`config.mk`:
```
export PLATFORM = sky130hd
export DESIGN_NAME = mailbox
export DESIGN_NICKNAME = d
export VERILOG_FILES = /design/src/rtl/xctcmsg_pkg.sv /design/src/rtl/mailbox_fifo.sv /design/src/rtl/mailbox.sv
export SDC_FILE = /design/constraint.sdc
export NUM_CORES = 1
export LEC_CHECK = 0
export ABC_AREA = 1
export BUFFER_PORTS_ARGS = -buffer_cell sky130_fd_sc_hd__buf_2
export CORE_MARGIN = 3
export CORE_UTILIZATION = 55
export DETAILED_ROUTE_END_ITERATION = 12
export PLACE_DENSITY = 0.88
export SLEW_MARGIN = 20
export SYNTH_ARGS = -nofsm -noshare
export SYNTH_HDL_FRONTEND = slang
export SYNTH_SLANG_ARGS = --single-unit
```
`constraint.sdc`:
```
create_clock -name clk -period 3.9 [get_ports clk]
set_clock_uncertainty 0.1 [all_clocks]
set_input_delay 0.195 -clock clk [delete_from_list [all_inputs] [get_ports clk]]
set_output_delay 0.195 -clock clk [all_outputs]
set_load 0.01 [all_outputs]
```
`src/rtl/xctcmsg_pkg.sv`:
```
// Shared types for the cross-core message path: message payloads, receive-queue
// requests, writeback records and commit-safety requests.
package xctcmsg_pkg;

    localparam int VALUE_W = 32;

    typedef logic [4:0] reg_idx_t;

    typedef struct packed {
        logic [7:0] gl_index;
        logic [3:0] tag;
    } passthrough_t;

    typedef struct packed {
        logic [VALUE_W-1:0] payload;
    } message_t;

    typedef enum logic [0:0] {
        RECV_OP  = 1'b0,
        AVAIL_OP = 1'b1
    } mailbox_op_t;

    typedef struct packed {
        message_t message;
    } interface_recv_data_t;

    typedef struct packed {
        mailbox_op_t  opcode;
        reg_idx_t     register;
        passthrough_t passthrough;
    } receive_queue_data_t;

    typedef struct packed {
        reg_idx_t           register;
        logic [VALUE_W-1:0] value;
        passthrough_t       passthrough;
    } writeback_arbiter_data_t;

    typedef struct packed {
        logic [7:0] gl_index;
    } commit_safety_request_t;

endpackage

```
`src/rtl/mailbox_fifo.sv`:
```
// In-order message buffer: power-of-two depth, wrapping pointers and an explicit
// occupancy counter so full and empty are unambiguous.
module mailbox_fifo #(
    parameter  int DEPTH = 4,
    parameter  int WIDTH = 32,
    localparam int PTR_W = $clog2(DEPTH),
    localparam int CNT_W = $clog2(DEPTH + 1)
) (
    input  logic             clk,
    input  logic             rst,
    input  logic             push_i,
    input  logic [WIDTH-1:0] push_data_i,
    input  logic             pop_i,
    output logic [WIDTH-1:0] head_o,
    output logic [CNT_W-1:0] count_o,
    output logic             full_o,
    output logic             empty_o
);

    localparam logic [CNT_W-1:0] FULL_CNT = CNT_W'(DEPTH);

    logic [WIDTH-1:0] mem_q [DEPTH];
    logic [PTR_W-1:0] wr_ptr_q, wr_ptr_d;
    logic [PTR_W-1:0] rd_ptr_q, rd_ptr_d;
    logic [CNT_W-1:0] count_q, count_d;
    logic             push_s, pop_s;

    assign full_o  = (count_q == FULL_CNT);
    assign empty_o = (count_q == {CNT_W{1'b0}});
    assign head_o  = mem_q[rd_ptr_q];
    assign count_o = count_q;

    // Guard internally so the counter can never overflow or underflow.
    assign push_s = push_i & ~full_o;
    assign pop_s  = pop_i & ~empty_o;

    // Pointer and counter next state.
    always_comb begin
        wr_ptr_d = wr_ptr_q;
        rd_ptr_d = rd_ptr_q;
        count_d  = count_q;
        if (push_s) begin
            wr_ptr_d = wr_ptr_q + 1'b1;
        end else begin
            wr_ptr_d = wr_ptr_q;
        end
        if (pop_s) begin
            rd_ptr_d = rd_ptr_q + 1'b1;
        end else begin
            rd_ptr_d = rd_ptr_q;
        end
        if (push_s && !pop_s) begin
            count_d = count_q + 1'b1;
        end else if (pop_s && !push_s) begin
            count_d = count_q - 1'b1;
        end else begin
            count_d = count_q;
        end
    end

    // Pointer and counter state.
    always_ff @(posedge clk or posedge rst) begin
        if (rst) begin
            wr_ptr_q <= {PTR_W{1'b0}};
            rd_ptr_q <= {PTR_W{1'b0}};
            count_q  <= {CNT_W{1'b0}};
        end else begin
            wr_ptr_q <= wr_ptr_d;
            rd_ptr_q <= rd_ptr_d;
            count_q  <= count_d;
        end
    end

    // Storage; contents are only meaningful where the counter says so.
    always_ff @(posedge clk) begin
        if (push_s) begin
            mem_q[wr_ptr_q] <= push_data_i;
        end
    end

endmodule

```
`src/rtl/mailbox.sv`:
```
// Receive-side mailbox: buffers loopback messages and serves RECV/AVAIL requests
// through a single writeback holding register.
module mailbox
    import xctcmsg_pkg::*;
#(
    parameter int DEPTH = 4
) (
    input  logic                                        clk,
    input  logic                                        rst,
    input  logic                                        flush,
    input  logic                                        loopback_mailbox_valid,
    output logic                                        mailbox_loopback_ready,
    input  logic [$bits(interface_recv_data_t)-1:0]     loopback_mailbox_data,
    input  logic                                        receive_queue_mailbox_valid,
    output logic                                        mailbox_receive_queue_ready,
    input  logic [$bits(receive_queue_data_t)-1:0]      receive_queue_mailbox_data,
    output logic                                        mailbox_writeback_arbiter_valid,
    input  logic                                        writeback_arbiter_mailbox_acknowledge,
    output logic [$bits(writeback_arbiter_data_t)-1:0]  mailbox_writeback_arbiter_data,
    output logic [$bits(commit_safety_request_t)-1:0]   mailbox_csu_request,
    input  logic                                        csu_mailbox_grant
);

    localparam int CNT_W = $clog2(DEPTH + 1);

    interface_recv_data_t    lb_s;
    receive_queue_data_t     rq_s;
    commit_safety_request_t  csu_s;
    message_t                head_s;
    logic [CNT_W-1:0]        count_s;
    logic                    full_s, empty_s;
    logic                    push_s, pop_s, accept_s, alloc_s, is_recv_s;
    logic                    wb_valid_q, wb_valid_d;
    writeback_arbiter_data_t wb_data_q, wb_data_d;

    assign lb_s = interface_recv_data_t'(loopback_mailbox_data);
    assign rq_s = receive_queue_data_t'(receive_queue_mailbox_data);

    assign is_recv_s = (rq_s.opcode == RECV_OP);
    assign alloc_s   = ~wb_valid_q | writeback_arbiter_mailbox_acknowledge;
    assign push_s    = loopback_mailbox_valid & ~full_s;

    // Push readiness depends only on occupancy, never on a same-cycle pop.
    assign mailbox_loopback_ready = ~full_s;

    // Request readiness; forced low during reset and flush.
    always_comb begin
        mailbox_receive_queue_ready = 1'b0;
        if (rst || flush) begin
            mailbox_receive_queue_ready = 1'b0;
        end else if (is_recv_s) begin
            mailbox_receive_queue_ready = alloc_s & ~empty_s & csu_mailbox_grant;
        end else begin
            mailbox_receive_queue_ready = alloc_s;
        end
    end

    assign accept_s = receive_queue_mailbox_valid & mailbox_receive_queue_ready;
    assign pop_s    = accept_s & is_recv_s;

    assign csu_s.gl_index = rq_s.passthrough.gl_index;
    assign mailbox_csu_request = csu_s;

    mailbox_fifo #(
        .DEPTH (DEPTH),
        .WIDTH ($bits(message_t))
    ) u_fifo (
        .clk         (clk),
        .rst         (rst),
        .push_i      (push_s),
        .push_data_i (lb_s.message),
        .pop_i       (pop_s),
        .head_o      (head_s),
        .count_o     (count_s),
        .full_o      (full_s),
        .empty_o     (empty_s)
    );

    // Holding register next state; flush discards the pending result only.
    always_comb begin
        wb_valid_d = wb_valid_q;
        wb_data_d  = wb_data_q;
        if (flush) begin
            wb_valid_d = 1'b0;
        end else if (accept_s) begin
            wb_valid_d = 1'b1;
        end else if (writeback_arbiter_mailbox_acknowledge) begin
            wb_valid_d = 1'b0;
        end else begin
            wb_valid_d = wb_valid_q;
        end
        if (accept_s) begin
            wb_data_d.register    = rq_s.register;
            wb_data_d.passthrough = rq_s.passthrough;
            if (is_recv_s) begin
                wb_data_d.value = head_s.payload;
            end else begin
                wb_data_d.value = {{(VALUE_W - CNT_W){1'b0}}, count_s};
            end
        end else begin
            wb_data_d = wb_data_q;
        end
    end

    // Holding register.
    always_ff @(posedge clk or posedge rst) begin
        if (rst) begin
            wb_valid_q <= 1'b0;
            wb_data_q  <= '0;
        end else begin
            wb_valid_q <= wb_valid_d;
            wb_data_q  <= wb_data_d;
        end
    end

    assign mailbox_writeback_arbiter_valid = wb_valid_q;
    assign mailbox_writeback_arbiter_data  = wb_data_q;

endmodule

```
==> metrics.md, run 1 <==
| Metric | Value |
|---|---|
| WL per Instance | `16.54 µm` |
| Fin cells | `969` |
| Leak | `3.969 nW` |
| First-pass GRT wire length | `25.33 mm` |
| WP data arrival | `a little over 3 ns` |
| Initial DRC count | `406` |
| Status | `finished clean` |
| Antenna Nets Post-Route | `0` |
| Worst rel slew slack | `approximately 26%` |
| Io pins | `between 100 and 150` |
| Pwr Total | `0.006019 W` |
| Finished Core Util | `between 70 and 80%` |
| Clock transition at path regs | `0.06 ns` |
| Antenna diode count | `0` |
| Worst-Margin Slew | `1.110 ns` |
| Area of the multi-input gates | `~1800 µm²` |
| Startpoint Class | `input port` |
| Site row count | `41` |
| Syn. warnings | `0` |
| Fin nets | `847` |
| Num CTS Buffers | `17` |
| Final setup vio count | `0` |
| Power Dens Cells | `roughly 660 nW/µm²` |
| Top FF cell, synth | `edfxtp_1` |
| Pin count of the biggest net entering global routing | `67` |
| Post-CTS sizing | `0` |
| Synth top area share | `51.74%` |
| Die area | `approximately 15000 µm²` |
| Critical path fanouts, max | `34` |
| Max rail drop VDD | `about 390 µV` |
| Root Buffer Master | `clkbuf_16` |
| # DRC | `0` |
| Fill cell count | `840` |
| Overall Global Routing Usage | `22.27%` |
| Top post-synthesis cells by count | `262 x nand2_1, 128 x edfxtp_1, 67 x nand3_1, 57 x dfrtp_1, 28 x o21ai_2` |
| CTS Sinks | `185` |
| Unique masters post-synth | `27` |
| Tcrit/Tclk final | `73.14%` |
| Tmin final | `2.852 ns` |
| H-tree lvl count | `4` |
| Gate Count Post-Synth | `632` |
| Count leader, synth | `nand2_1` |
| CTS max path bufs | `2` |
| Syn_area_per_cell | `11.75 µm²` |
| Vias | `5110` |
| Area growth syn-to-layout | `22.33%` |
| Synth area leader | `edfxtp_1` |
| Routed WL | `between 15 and 20 mm` |
| Placed Cells | `884` |
| Core ar. | `12930 µm²` |
| Post-synthesis net count | `695` |
| IO buf count | `about 120` |
| Max Cap Violations | `0` |
| CTS tree | `done` |
| Async set-or-reset flop fraction in the synthesized netlist | `a little over 30%` |
| Remaining global-route overflow | `0` |
| Post-CTS setup buffers | `0` |
| EDFF count, synth | `128` |
| Critical Path RT | `4.11 ns` |
| Share of layout cells above drive strength 1 | `23.46%` |
| Maximum clock frequency | `0.3506 GHz` |
| Clk Latency, worst-skew pair | `0.43 ns` |
| Worst hold path class | `in2reg` |
| RSZ-0062 raised after global routing | `no` |
| Vias in the first global route | `between 5000 and 6000` |
| GPL Wtd Cong | `about 0.76` |
| Initial DRT Pass Iterations | `5` |
| Register area share after synthesis | `70.94%` |
| Synth Cell Area | `7428 µm²` |
| Die Width | `around 120 µm` |
| Via density | `roughly 5.3` |
| Crit. End Element | `register` |
| Top post-synthesis cells by area | `edfxtp_1 52%, dfrtp_1 19%, nand2_1 13%, nand3_1 4.5%, o21ai_2 3.3%` |
| HPWL Detailed | `9.106 mm` |
| Final setup TNS | `0 ns` |
| Register area | `between 5000 and 6000 µm²` |
| FF+latch count, synth | `between 150 and 200` |
| Initial antenna violation count | `0` |
| Worst Setup Path Type | `in2reg` |
| Initial Utilization | `57.46%` |
| Die H | `122.2 µm` |
| Hold Fails Final Rpt | `0` |
| Slew Viols, Final | `0` |
==> final cells by class <==
type / count / share of cell area (%)
Sequential cell: 185 / 58.01
Multi-Input combinational cell: 388 / 20.35
Timing Repair Buffer: 172 / 12.47
Clock inverter: 8 / 0.7848
Tap cell: 172 / 2.368
Inverter: 20 / 0.8261
Clock buffer: 24 / 5.191
==> per-layer routing <==
| metal | global-route usage (%) | share of wire, % | vias to the layer above |
|---|---|---|---|
| met5 | 0 | 0 | - |
| met4 | 8.677 | 1.7 | 0 |
| met3 | 4.747 | 7.0 | 22 |
| met2 | 38.54 | 52 | 195 |
| met1 | 27.54 | 39 | 2489 |
| li1 | - | - | 2404 |
==> cells in the final DEF, fill, tap and decap left out, drive strengths merged <==
master | netlist | routed
o21ai | 33 | 33
nand4 | 1 | 1
a21oi | 2 | 2
buf | 38 | 119
ha | 5 | 5
clkinvlp | 0 | 2
clkbuf | 1 | 24
edfxtp | 128 | 128
dlygate4sd3 | 0 | 53
nand2 | 264 | 264
xnor2 | 2 | 2
nand3 | 68 | 68
fa | 1 | 1
clkinv | 1 | 6
bufinv | 0 | 1
xor2 | 2 | 2
inv | 19 | 19
nor2 | 10 | 10
dfrtp | 57 | 57
==> flip-flops by register name, summed over array words and instances (netlist names) <==
signal,cells
u_fifo.count_o,3
u_fifo.wr_ptr_q,2
u_fifo.mem_q,128
mailbox_writeback_arbiter_valid,1
u_fifo.rd_ptr_q,2
mailbox_writeback_arbiter_data,49
==> cells by family (layout without fill, tap and decap cells) <==
group / count (synthesis) / after routing / synth area share [%]
buffers and inverters: 59 / 224 / 4.564
adder cells (fa/ha/maj): 6 / 6 / 1.112
XOR/XNOR: 4 / 4 / 0.4717
AND/OR/NAND/NOR: 343 / 343 / 19.08
flip-flops: 185 / 185 / 70.94
AO/OA/AOI/OAI: 35 / 35 / 3.823
==> stage by stage <==
step           area [µm²]  hold slack, ns  worst slack, ns
6_report             9087          0.2882            1.048
5_1_grt              9087          0.3436           0.9100
4_1_cts              9087          0.2742            1.053
3_5_place_dp         8014          0.2990            1.125
3_3_place_gp         8014          0.2920            1.286
2_1_floorplan        7428          0.1939            1.258
==> worst paths after layout <==
kind / from / endpoint / slack [ns] / depth (start not counted)
worst max-delay path: rst / u_fifo.count_o[2]$_DFFE_PP0P_ / 1.05 / 13
worst min-delay path: loopback_mailbox_valid / u_fifo.wr_ptr_q[0]$_DFFE_PP0P_ / 0.29 / 3
worst max register to register: mailbox_writeback_arbiter_valid$_DFFE_PP0P_ / u_fifo.count_o[2]$_DFFE_PP0P_ / 1.11 / 11
worst min register to register: mailbox_writeback_arbiter_data[21]$_DFFE_PP0N_ / mailbox_writeback_arbiter_data[21]$_DFFE_PP0N_ / 0.38 / 2
max in group asynchronous: rst / u_fifo.rd_ptr_q[0]$_DFFE_PP0P_ / 2.71 / 4
min in group asynchronous: rst / mailbox_writeback_arbiter_data[19]$_DFFE_PP0N_ / 0.46 / 4
==> critical path: stages <==
cell and delay [ns]:
dlygate4sd3_1 0.53, buf_2 0.12, inv_2 0.06, nand2_2 0.06
nor2_4 0.20, nand4_4 0.64, ha_1 0.51, inv_1 0.12
fa_1 0.22, nor2_1 0.07, nor2_1 0.10, nand2_1 0.08
xor2_1 0.14
==> timing repair <==
item | 4_1_cts | 5_1_grt
endpoints found under the hold margin | 204 | 0
setup endpoints to repair | 0 | 0
hold buffers | 53 | 0
==> where the power goes <==
part,total [W],internal (W),switching (W),leakage (nW)
logic,0.00167,0.000537,0.00113,1.80
clock network,0.00159,0.000909,0.000678,0.260
registers,0.00276,0.00259,0.000174,1.91
Power figures use the tool's default switching activity.
==> run 2, diff against run 1 <==
--- a/config.mk
+++ b/config.mk
@@ -8,9 +8,9 @@
 export ABC_AREA = 1
 export BUFFER_PORTS_ARGS = -buffer_cell sky130_fd_sc_hd__buf_2
 export CORE_MARGIN = 3
-export CORE_UTILIZATION = 55
+export CORE_UTILIZATION = 51
 export DETAILED_ROUTE_END_ITERATION = 12
-export PLACE_DENSITY = 0.88
+export PLACE_DENSITY = 0.86
 export SLEW_MARGIN = 20
 export SYNTH_ARGS = -nofsm -noshare
 export SYNTH_HDL_FRONTEND = slang
==> constraint.sdc (replaced) <==
create_clock -name clk -period 2.4 [get_ports clk]
set_clock_uncertainty 0.1 [all_clocks]
set_input_delay 0.12 -clock clk [delete_from_list [all_inputs] [get_ports clk]]
set_output_delay 0.12 -clock clk [all_outputs]
set_load 0.01 [all_outputs]
==> run 2 against run 1 <==
Effect of this change: utilization is 4.4 points lower; first-iteration DRC count down 11%; die area is 7.4% higher; register-to-register slack got worse by 0.70 ns; flip-flop and latch count did not move; largest cell class unchanged; count of clock-buffer cells in the layout down 6; final cell count is 1.9% higher; clock power up 70%; largest power group unchanged; wire length shrank 0.67%; worst setup slack worse by 0.64 ns; non-clock buffer count rose by 10; critical endpoint is now u_fifo.count_o[1]$_DFFE_PP0P_; highest routed layer unchanged; critical path depth is 4 lower.
==> metrics.md, run 2 (same netlist as run 1, synthesis figures left out) <==
| Metric | Value |
|---|---|
| Status | `finished clean (unchanged)` |
| Max rail drop VDD | `825.5 µV (was 393.7 µV)` |
| First-pass GRT wire length | `25.59 mm (was 25.33 mm)` |
| Crit. End Element | `register (unchanged)` |
| WHS Endpoint | `u_fifo.count_o[0]$_DFFE_PP0P_ (was u_fifo.wr_ptr_q[0]$_DFFE_PP0P_)` |
| Fin nets | `857 (was 847)` |
| P_sw | `0.003252 W (was 0.001985 W)` |
| # DRC | `0 (unchanged)` |
| Critical path fanouts, max | `4 (was 34)` |
| Via density | `5.048 (was 5.273)` |
| Area growth syn-to-layout | `24.47% (was 22.33%)` |
| Max reg flops | `128 (unchanged)` |
| RSZ-0062 raised after global routing | `no (unchanged)` |
| Worst hold path class | `in2reg (unchanged)` |
| Site row count | `43 (was 41)` |
| Commonest cells after routing, fill and taps aside | `262 x nand2_1, 128 x edfxtp_1, 116 x buf_2 (unchanged)` |
| CTS Sinks | `185 (unchanged)` |
| Power Dens Cells | `1075 nW/µm² (was 662.3 nW/µm²)` |
| Die Width | `126.7 µm (was 122.2 µm)` |
| Hold_buf cts | `54 (was 53)` |
| Leak | `4.047 nW (was 3.969 nW)` |
| Initial DRT Pass Iterations | `5 (unchanged)` |
| CTS tree | `done (unchanged)` |
| Tmin final | `1.990 ns` |
| WP data arrival | `2.20 ns (was 3.06 ns)` |
| HPWL Detailed | `9.011 mm (was 9.106 mm)` |
| Most flop-heavy register | `u_fifo.mem_q (unchanged)` |
| Core ar. | `14040 µm² (was 12930 µm²)` |
| Pre-CTS setup slack | `0.4362 ns (was 1.125 ns)` |
| Share of layout cells above drive strength 1 | `24.78% (was 23.46%)` |
| Post-CTS setup buffers | `0 (unchanged)` |
| Overall Global Routing Usage | `20.66% (was 22.27%)` |
| Flop pwr share | `45.0% (was 45.9%)` |
| Vias in the first global route | `5116 (was 5154)` |
| Crit path setup slack, layout | `0.4099 ns (was 1.048 ns)` |
| Post-CTS sizing | `0 (unchanged)` |
| Slew Viols, Final | `0 (unchanged)` |
| Hold_sp | `receive_queue_mailbox_valid (was loopback_mailbox_valid)` |
| Die H | `126.7 µm (was 122.2 µm)` |
| Pin count of the biggest net entering global routing | `67 (unchanged)` |
| Critical Path RT | `2.61 ns (was 4.11 ns)` |
| Antenna Nets Post-Route | `0 (unchanged)` |
| Most common cell after layout, fill and taps aside | `nand2_1 (unchanged)` |
| Startpoint Class | `register (was input port)` |
| Initial Utilization | `52.90% (was 57.46%)` |
| Io pins | `117 (unchanged)` |
| Clk pwr share | `27.2% (was 26.4%)` |
| Root Buffer Master | `clkbuf_16 (unchanged)` |
| Initial antenna violation count | `0 (unchanged)` |
| Final setup vio count | `0 (unchanged)` |
| IO buf count | `116 (unchanged)` |
| Met2 wire length | `8.329 mm (was 8.337 mm)` |
| Worst-Margin Slew | `0.7508 ns (was 1.110 ns)` |
| Switch share | `32.72% (was 32.97%)` |
| WL met1 | `6.349 mm (was 6.303 mm)` |
| H-tree lvl count | `4 (unchanged)` |
| WL per Instance | `16.13 µm (was 16.54 µm)` |
| Clk Latency, worst-skew pair | `0.43 ns (about the same)` |
| CTS max path bufs | `2 (unchanged)` |
| Internal Power | `0.006685 W (was 0.004034 W)` |
| Routed WL | `15.92 mm (was 16.03 mm)` |
| WHS Path Cells | `4 (was 3)` |
| Num CTS Buffers | `17 (unchanged)` |
| Clock transition at path regs | `0.06 ns (about the same)` |
| Die area | `16050 µm² (was 14940 µm²)` |
| Initial DRC count | `363 (was 406)` |
| Worst rel slew slack | `49.94% (was 25.91%)` |
| Worst Setup Path Type | `reg2reg (was in2reg)` |
| Antenna diode count | `0 (unchanged)` |
| Remaining global-route overflow | `0 (unchanged)` |
| Vias | `4982 (was 5110)` |
| Final setup TNS | `0 ns (unchanged)` |
| Top Metal Used | `met4 (unchanged)` |
| Max Cap Violations | `0 (unchanged)` |
| Hold Fails Final Rpt | `0 (unchanged)` |
| Reg2Reg Launch Point | `u_fifo.count_o[0]$_DFFE_PP0P_ (was mailbox_writeback_arbiter_valid$_DFFE_PP0P_)` |
| R2r endpoint | `u_fifo.count_o[1]$_DFFE_PP0P_ (was u_fifo.count_o[2]$_DFFE_PP0P_)` |
| Tcrit/Tclk final | `between 80 and 90%` |
| Setup slack, reg-to-reg | `0.41 ns (was 1.11 ns)` |
| Worst reg-to-reg path cell count | `9 (was 11)` |
| Combinational Power Share | `27.8% (was 27.7%)` |
| Finished Core Util | `65.85% (was 70.30%)` |
| Met3 WL | `1.107 mm (was 1.118 mm)` |
| GPL Wtd Cong | `0.7500 (was 0.7615)` |
| Maximum clock frequency | `0.5025 GHz` |
-- run 2: power by group through the flow --
stage | Sequential, W | Clock (W) | Combinational, W
2_1_floorplan | 0.00462 | 0 | 0.00170
3_3_place_gp | 0.00449 | 0 | 0.00261
3_5_place_dp | 0.00452 | 0 | 0.00271
4_1_cts | 0.00446 | 0.00275 | 0.00279
5_1_grt | 0.00453 | 0.00290 | 0.00311
6_report | 0.00447 | 0.00271 | 0.00276
-- run 2: stage by stage --
stage / power (W) / instances / cell area [µm²] / hold WS [ns]
floorplan: 0.006318 / 632 / 7431 / -0.02850
global placement: 0.007102 / 901 / 8132 / 0.2260
detailed placement: 0.007233 / 901 / 8132 / 0.2216
CTS: 0.01000 / 987 / 9246 / 0.1414
global route: 0.01054 / 987 / 9246 / 0.1977
finish: 0.009937 / 987 / 9246 / 0.1556
-- run 2: metal layers --
metal | vias up | GRT usage [%]
met3 | 15 | 5.811
met4 | 0 | 5.300
met5 | - | 0
met2 | 173 | 36.86
li1 | 2432 | -
met1 | 2362 | 24.76
-- run 2: area by class of cell --
type,instances,area (µm²)
repair buffers,182,1249
clock inverters,14,145.1
multi-input cells,388,1849
flip-flops and latches,185,5271
fillers,1006,4796
clock buffers,18,429.2
inverters,20,77.57
well taps,180,225.2
-- run 2: worst max-delay path by stage --
stage,from,endpoint,slack [ns],cells past startpoint
global route,mailbox_writeback_arbiter_valid$_DFFE_PP0P_,u_fifo.count_o[2]$_DFFE_PP0P_,0.30,11
global placement,u_fifo.count_o[0]$_DFFE_PP0P_,mailbox_writeback_arbiter_data[6]$_DFFE_PP0N_,0.56,8
CTS,u_fifo.count_o[0]$_DFFE_PP0P_,u_fifo.count_o[1]$_DFFE_PP0P_,0.41,9
floorplan,u_fifo.count_o[0]$_DFFE_PP0P_,u_fifo.mem_q[0][0]$_DFFE_PP_,-0.24,4
detailed placement,u_fifo.count_o[0]$_DFFE_PP0P_,u_fifo.count_o[1]$_DFFE_PP0P_,0.44,9
finish,u_fifo.count_o[0]$_DFFE_PP0P_,u_fifo.count_o[1]$_DFFE_PP0P_,0.41,9
-- run 2: worst max-delay path, cell delays in order, from the launching register on --
cell     delay [ns]
dfrtp_1        0.44
nor2_2         0.18
nand2_1        0.10
nand2_1        0.08
inv_1          0.06
ha_1           0.18
inv_1          0.12
fa_1           0.44
nor2_1         0.11
a21oi_1        0.06
==> run 3, diff against run 2 <==
--- a/config.mk
+++ b/config.mk
@@ -5,12 +5,12 @@
 export SDC_FILE = /design/constraint.sdc
 export NUM_CORES = 1
 export LEC_CHECK = 0
-export ABC_AREA = 1
+export ABC_AREA = 0
 export BUFFER_PORTS_ARGS = -buffer_cell sky130_fd_sc_hd__buf_2
 export CORE_MARGIN = 3
-export CORE_UTILIZATION = 51
+export CORE_UTILIZATION = 50
 export DETAILED_ROUTE_END_ITERATION = 12
-export PLACE_DENSITY = 0.86
+export PLACE_DENSITY = 0.85
 export SLEW_MARGIN = 20
 export SYNTH_ARGS = -nofsm -noshare
 export SYNTH_HDL_FRONTEND = slang
==> constraint.sdc (replaced) <==
create_clock -name clk -period 1.65 [get_ports clk]
set_clock_uncertainty 0.1 [all_clocks]
set_input_delay 0.0825 -clock clk [delete_from_list [all_inputs] [get_ports clk]]
set_output_delay 0.0825 -clock clk [all_outputs]
set_load 0.01 [all_outputs]
==> run 3 against run 2 <==
Effect of this change: the flow now finishes with violations (setup timing); wire length up 7.9%; sequential power increased by 53%; sequential share of layout area fell by 4.1 points; via count shrank 13%; total power rose by 61%; flip-flop and latch count is the same; clock power increased by 52%; largest power group unchanged.
==> metrics.md, run 3 <==
| Metric | Value |
|---|---|
| Clk Latency, worst-skew pair | `0.43 ns (about the same)` |
| Combinational Power Share | `31.7% (was 27.8%)` |
| Worst hold path class | `in2reg (unchanged)` |
| CP max stage cell | `dfrtp_1 (unchanged)` |
| P_sw | `0.004795 W (was 0.003252 W)` |
| Finished Core Util | `71.23% (was 65.85%)` |
| Worst Setup Path Type | `reg2reg (unchanged)` |
| Top FF cell, synth | `edfxtp_1 (unchanged)` |
| Switch share | `29.92% (was 32.72%)` |
| DP Area | `8457 µm² (was 8132 µm²)` |
| CTS max path bufs | `2 (unchanged)` |
| Synth Cell Area | `7182 µm² (was 7428 µm²)` |
| Async set-or-reset flop fraction in the synthesized netlist | `30.81% (unchanged)` |
| Count leader, synth | `edfxtp_1 (was nand2_1)` |
| Most common cell after layout, fill and taps aside | `edfxtp_1 (was nand2_1)` |
| Syn. warnings | `0 (unchanged)` |
| Die area | `15840 µm² (was 16050 µm²)` |
| Core ar. | `13990 µm² (was 14040 µm²)` |
| Flop pwr share | `42.6% (was 45.0%)` |
| Top post-synthesis cells by count | `128 x edfxtp_1, 64 x mux2i_1, 57 x dfrtp_1, 47 x mux2_2, 29 x o22ai_1 (was 262 x nand2_1, 128 x edfxtp_1, 67 x nand3_1, 57 x dfrtp_1, 28 x o21ai_2)` |
| Max rail drop VDD | `1153 µV (was 825.5 µV)` |
| HPWL Detailed | `9.642 mm (was 9.011 mm)` |
| Routed WL | `17.18 mm (was 15.92 mm)` |
| Die Width | `125.9 µm (was 126.7 µm)` |
| CTS Sinks | `185 (unchanged)` |
| Syn_area_per_cell | `18.00 µm² (was 11.75 µm²)` |
| Vias in the first global route | `4624 (was 5116)` |
| Maximum clock frequency | `0.4856 GHz (was 0.5025 GHz)` |
| Tcrit/Tclk final | `124.8% (was 82.92%)` |
| First-pass GRT wire length | `24.80 mm (was 25.59 mm)` |
| Initial Utilization | `51.34% (was 52.90%)` |
| Remaining global-route overflow | `0 (unchanged)` |
| Io pins | `117 (unchanged)` |
| GPL Wtd Cong | `0.7929 (was 0.7500)` |
| Die H | `125.9 µm (was 126.7 µm)` |
| Antenna Nets Post-Route | `0 (unchanged)` |
| Initial antenna violation count | `0 (unchanged)` |
| Synth area leader | `edfxtp_1 (unchanged)` |
| EDFF count, synth | `128 (unchanged)` |
| WL per Instance | `21.26 µm (was 16.13 µm)` |
| Worst rel slew slack | `76.59% (was 49.94%)` |
| Unique masters post-synth | `30 (was 27)` |
| Crit path setup slack, layout | `-0.4093 ns (was 0.4099 ns)` |
| Commonest cells after routing, fill and taps aside | `128 x edfxtp_1, 115 x buf_2, 64 x mux2i_1 (was 262 x nand2_1, 128 x edfxtp_1, 116 x buf_2)` |
| Via density | `5.374 (was 5.048)` |
| Tmin final | `2.059 ns (was 1.990 ns)` |
| Worst-Margin Slew | `0.3512 ns (was 0.7508 ns)` |
| FF+latch count, synth | `185 (unchanged)` |
| Antenna diode count | `0 (unchanged)` |
| Vias | `4342 (was 4982)` |
| Final instance area | `9965 µm² (was 9246 µm²)` |
| Max Cap Violations | `0 (unchanged)` |
| Pre-CTS setup slack | `-0.3739 ns (was 0.4362 ns)` |
| Synth top area share | `53.52% (was 51.74%)` |
| CTS tree | `done (unchanged)` |
| Internal Power | `0.01123 W (was 0.006685 W)` |
| Critical Path RT | `1.86 ns (was 2.61 ns)` |
| Initial DRT Pass Iterations | `4 (was 5)` |
| Critical path fanouts, max | `7 (was 4)` |
| Clock transition at path regs | `0.07 ns (was 0.06 ns)` |
| RSZ-0062 raised after global routing | `yes (was no)` |
| Status | `finished with violations (was finished clean)` |
| Top post-synthesis cells by area | `edfxtp_1 54%, dfrtp_1 20%, mux2i_1 8.9%, mux2_2 7.4%, o22ai_1 2.5% (was edfxtp_1 52%, dfrtp_1 19%, nand2_1 13%, nand3_1 4.5%, o21ai_2 3.3%)` |
| Slew Viols, Final | `0 (unchanged)` |
| H-tree lvl count | `4 (unchanged)` |
| Initial DRC count | `350 (was 363)` |
| Site row count | `43 (unchanged)` |
| Area growth syn-to-layout | `38.75% (was 24.47%)` |
| Fin nets | `678 (was 857)` |
| Startpoint Class | `register (unchanged)` |
| Root Buffer Master | `clkbuf_16 (unchanged)` |
| Fill cell count | `854 (was 1006)` |
| Most flop-heavy register | `u_fifo.mem_q (unchanged)` |
| Slowest stage delay, CP | `0.39 ns (was 0.44 ns)` |
| WP data arrival | `2.27 ns (was 2.20 ns)` |
| Share of layout cells above drive strength 1 | `42.99% (was 24.78%)` |
| Post-synthesis net count | `462 (was 695)` |
| Crit. End Element | `register (unchanged)` |
| Clk pwr share | `25.8% (was 27.2%)` |
| Max reg flops | `128 (unchanged)` |
| Gate Count Post-Synth | `399 (was 632)` |
| Pin count of the biggest net entering global routing | `54 (was 67)` |
| Hold Fails Final Rpt | `0 (unchanged)` |
| Register area share after synthesis | `73.38% (was 70.94%)` |
| Pwr Total | `0.01603 W (was 0.009937 W)` |
| Violated checks | `setup timing` |
| Power Dens Cells | `1608 nW/µm² (was 1075 nW/µm²)` |
| Worst path cell trace | `o31a_1, buf_4, o2111ai_4, buf_6, buf_16, mux2_4 (was nor2_2, nand2_1, nand2_1, inv_1, ha_1, inv_1, fa_1, nor2_1, a21oi_1)` |
| Leak | `4.213 nW (was 4.047 nW)` |
| # DRC | `0 (unchanged)` |
| IO buf count | `116 (unchanged)` |
| Num CTS Buffers | `17 (unchanged)` |
| Overall Global Routing Usage | `20.45% (was 20.66%)` |
| Placed Cells | `704 (was 901)` |
| Final setup vio count | `69 (was 0)` |
| Fin cells | `808 (was 987)` |
run 3: final timing paths:
kind | cells past startpoint | slack, ns | end | startpoint
worst max-delay path | 6 | -0.41 | mailbox_writeback_arbiter_data[3]$_DFFE_PP0N_ | u_fifo.count_o[2]$_DFFE_PP0P_
worst min-delay path | 4 | 0.06 | u_fifo.wr_ptr_q[0]$_DFFE_PP0P_ | loopback_mailbox_valid
worst max register to register | 6 | -0.41 | mailbox_writeback_arbiter_data[3]$_DFFE_PP0N_ | u_fifo.count_o[2]$_DFFE_PP0P_
worst min register to register | 1 | 0.41 | mailbox_writeback_arbiter_data[31]$_DFFE_PP0N_ | mailbox_writeback_arbiter_data[31]$_DFFE_PP0N_
max in group asynchronous | 5 | 0.29 | u_fifo.rd_ptr_q[1]$_DFFE_PP0P_ | rst
min in group asynchronous | 4 | 0.57 | mailbox_writeback_arbiter_data[4]$_DFFE_PP0N_ | rst
run 3: final cells by class:
cell class	instances	area (µm²)	area share [%]
multi-input cells	182	1948	19.55
clock buffers	18	439.2	4.407
well taps	180	225.2	2.260
clock inverters	14	157.7	1.582
repair buffers	225	1906	19.12
inverters	4	15.01	0.1507
flip-flops and latches	185	5274	52.93
run 3: power by group through the flow:
stage,sequential [W],combinational (W),clock [W]
final,0.00683,0.00507,0.00413
after global routing,0.00693,0.00541,0.00438
after CTS,0.00679,0.00479,0.00415
after detailed placement,0.00687,0.00460,0
after global placement,0.00680,0.00443,0
after floorplan,0.00695,0.00259,0
run 3: worst max-delay path: cells and delay by family (launching register included):
family | cells | cell delay (ns)
flops | 1 | 0.39
buf+inv | 3 | 0.49
mux | 1 | 0.31
compound gates | 2 | 0.64
run 3: repair_timing:
action	4_1_cts	5_1_grt
setup buffers	11	4
gates cloned	2	7
hold buffers	53	0
pin swaps	3	8
resized for setup	5	17
hold endpoints to repair	203	0
endpoints found under the setup margin	173	182
run 3: kinds of logic after synthesis:
logic type | synth area share (%)
flip-flops | 73.38
multiplexers | 16.92
buffers and inverters | 2.770
adder cells (fa/ha/maj) | 1.150
AO/OA/AOI/OAI | 3.693
XOR/XNOR | 0.7317
AND/OR/NAND/NOR | 1.359
run 3: metrics by stage:
| stage | setup TNS (ns) | hold WS (ns) |
|---|---|---|
| after global routing | -23.27 | 0.06447 |
| after detailed placement | -14.99 | -0.1157 |
| final | -19.46 | 0.06012 |
| after floorplan | -21.91 | 0.08137 |
| after CTS | -21.41 | 0.08012 |
| after global placement | -10.74 | -0.1242 |
run 3: metal layers:
layer | global-route usage, % | routed length, µm | vias to the layer above
met2 | 35.56 | 9009 | 151
li1 | - | - | 1959
met5 | 0 | 0 | -
met4 | 5.868 | 180 | 0
met3 | 6.149 | 1017 | 23
met1 | 24.94 | 6975 | 2209
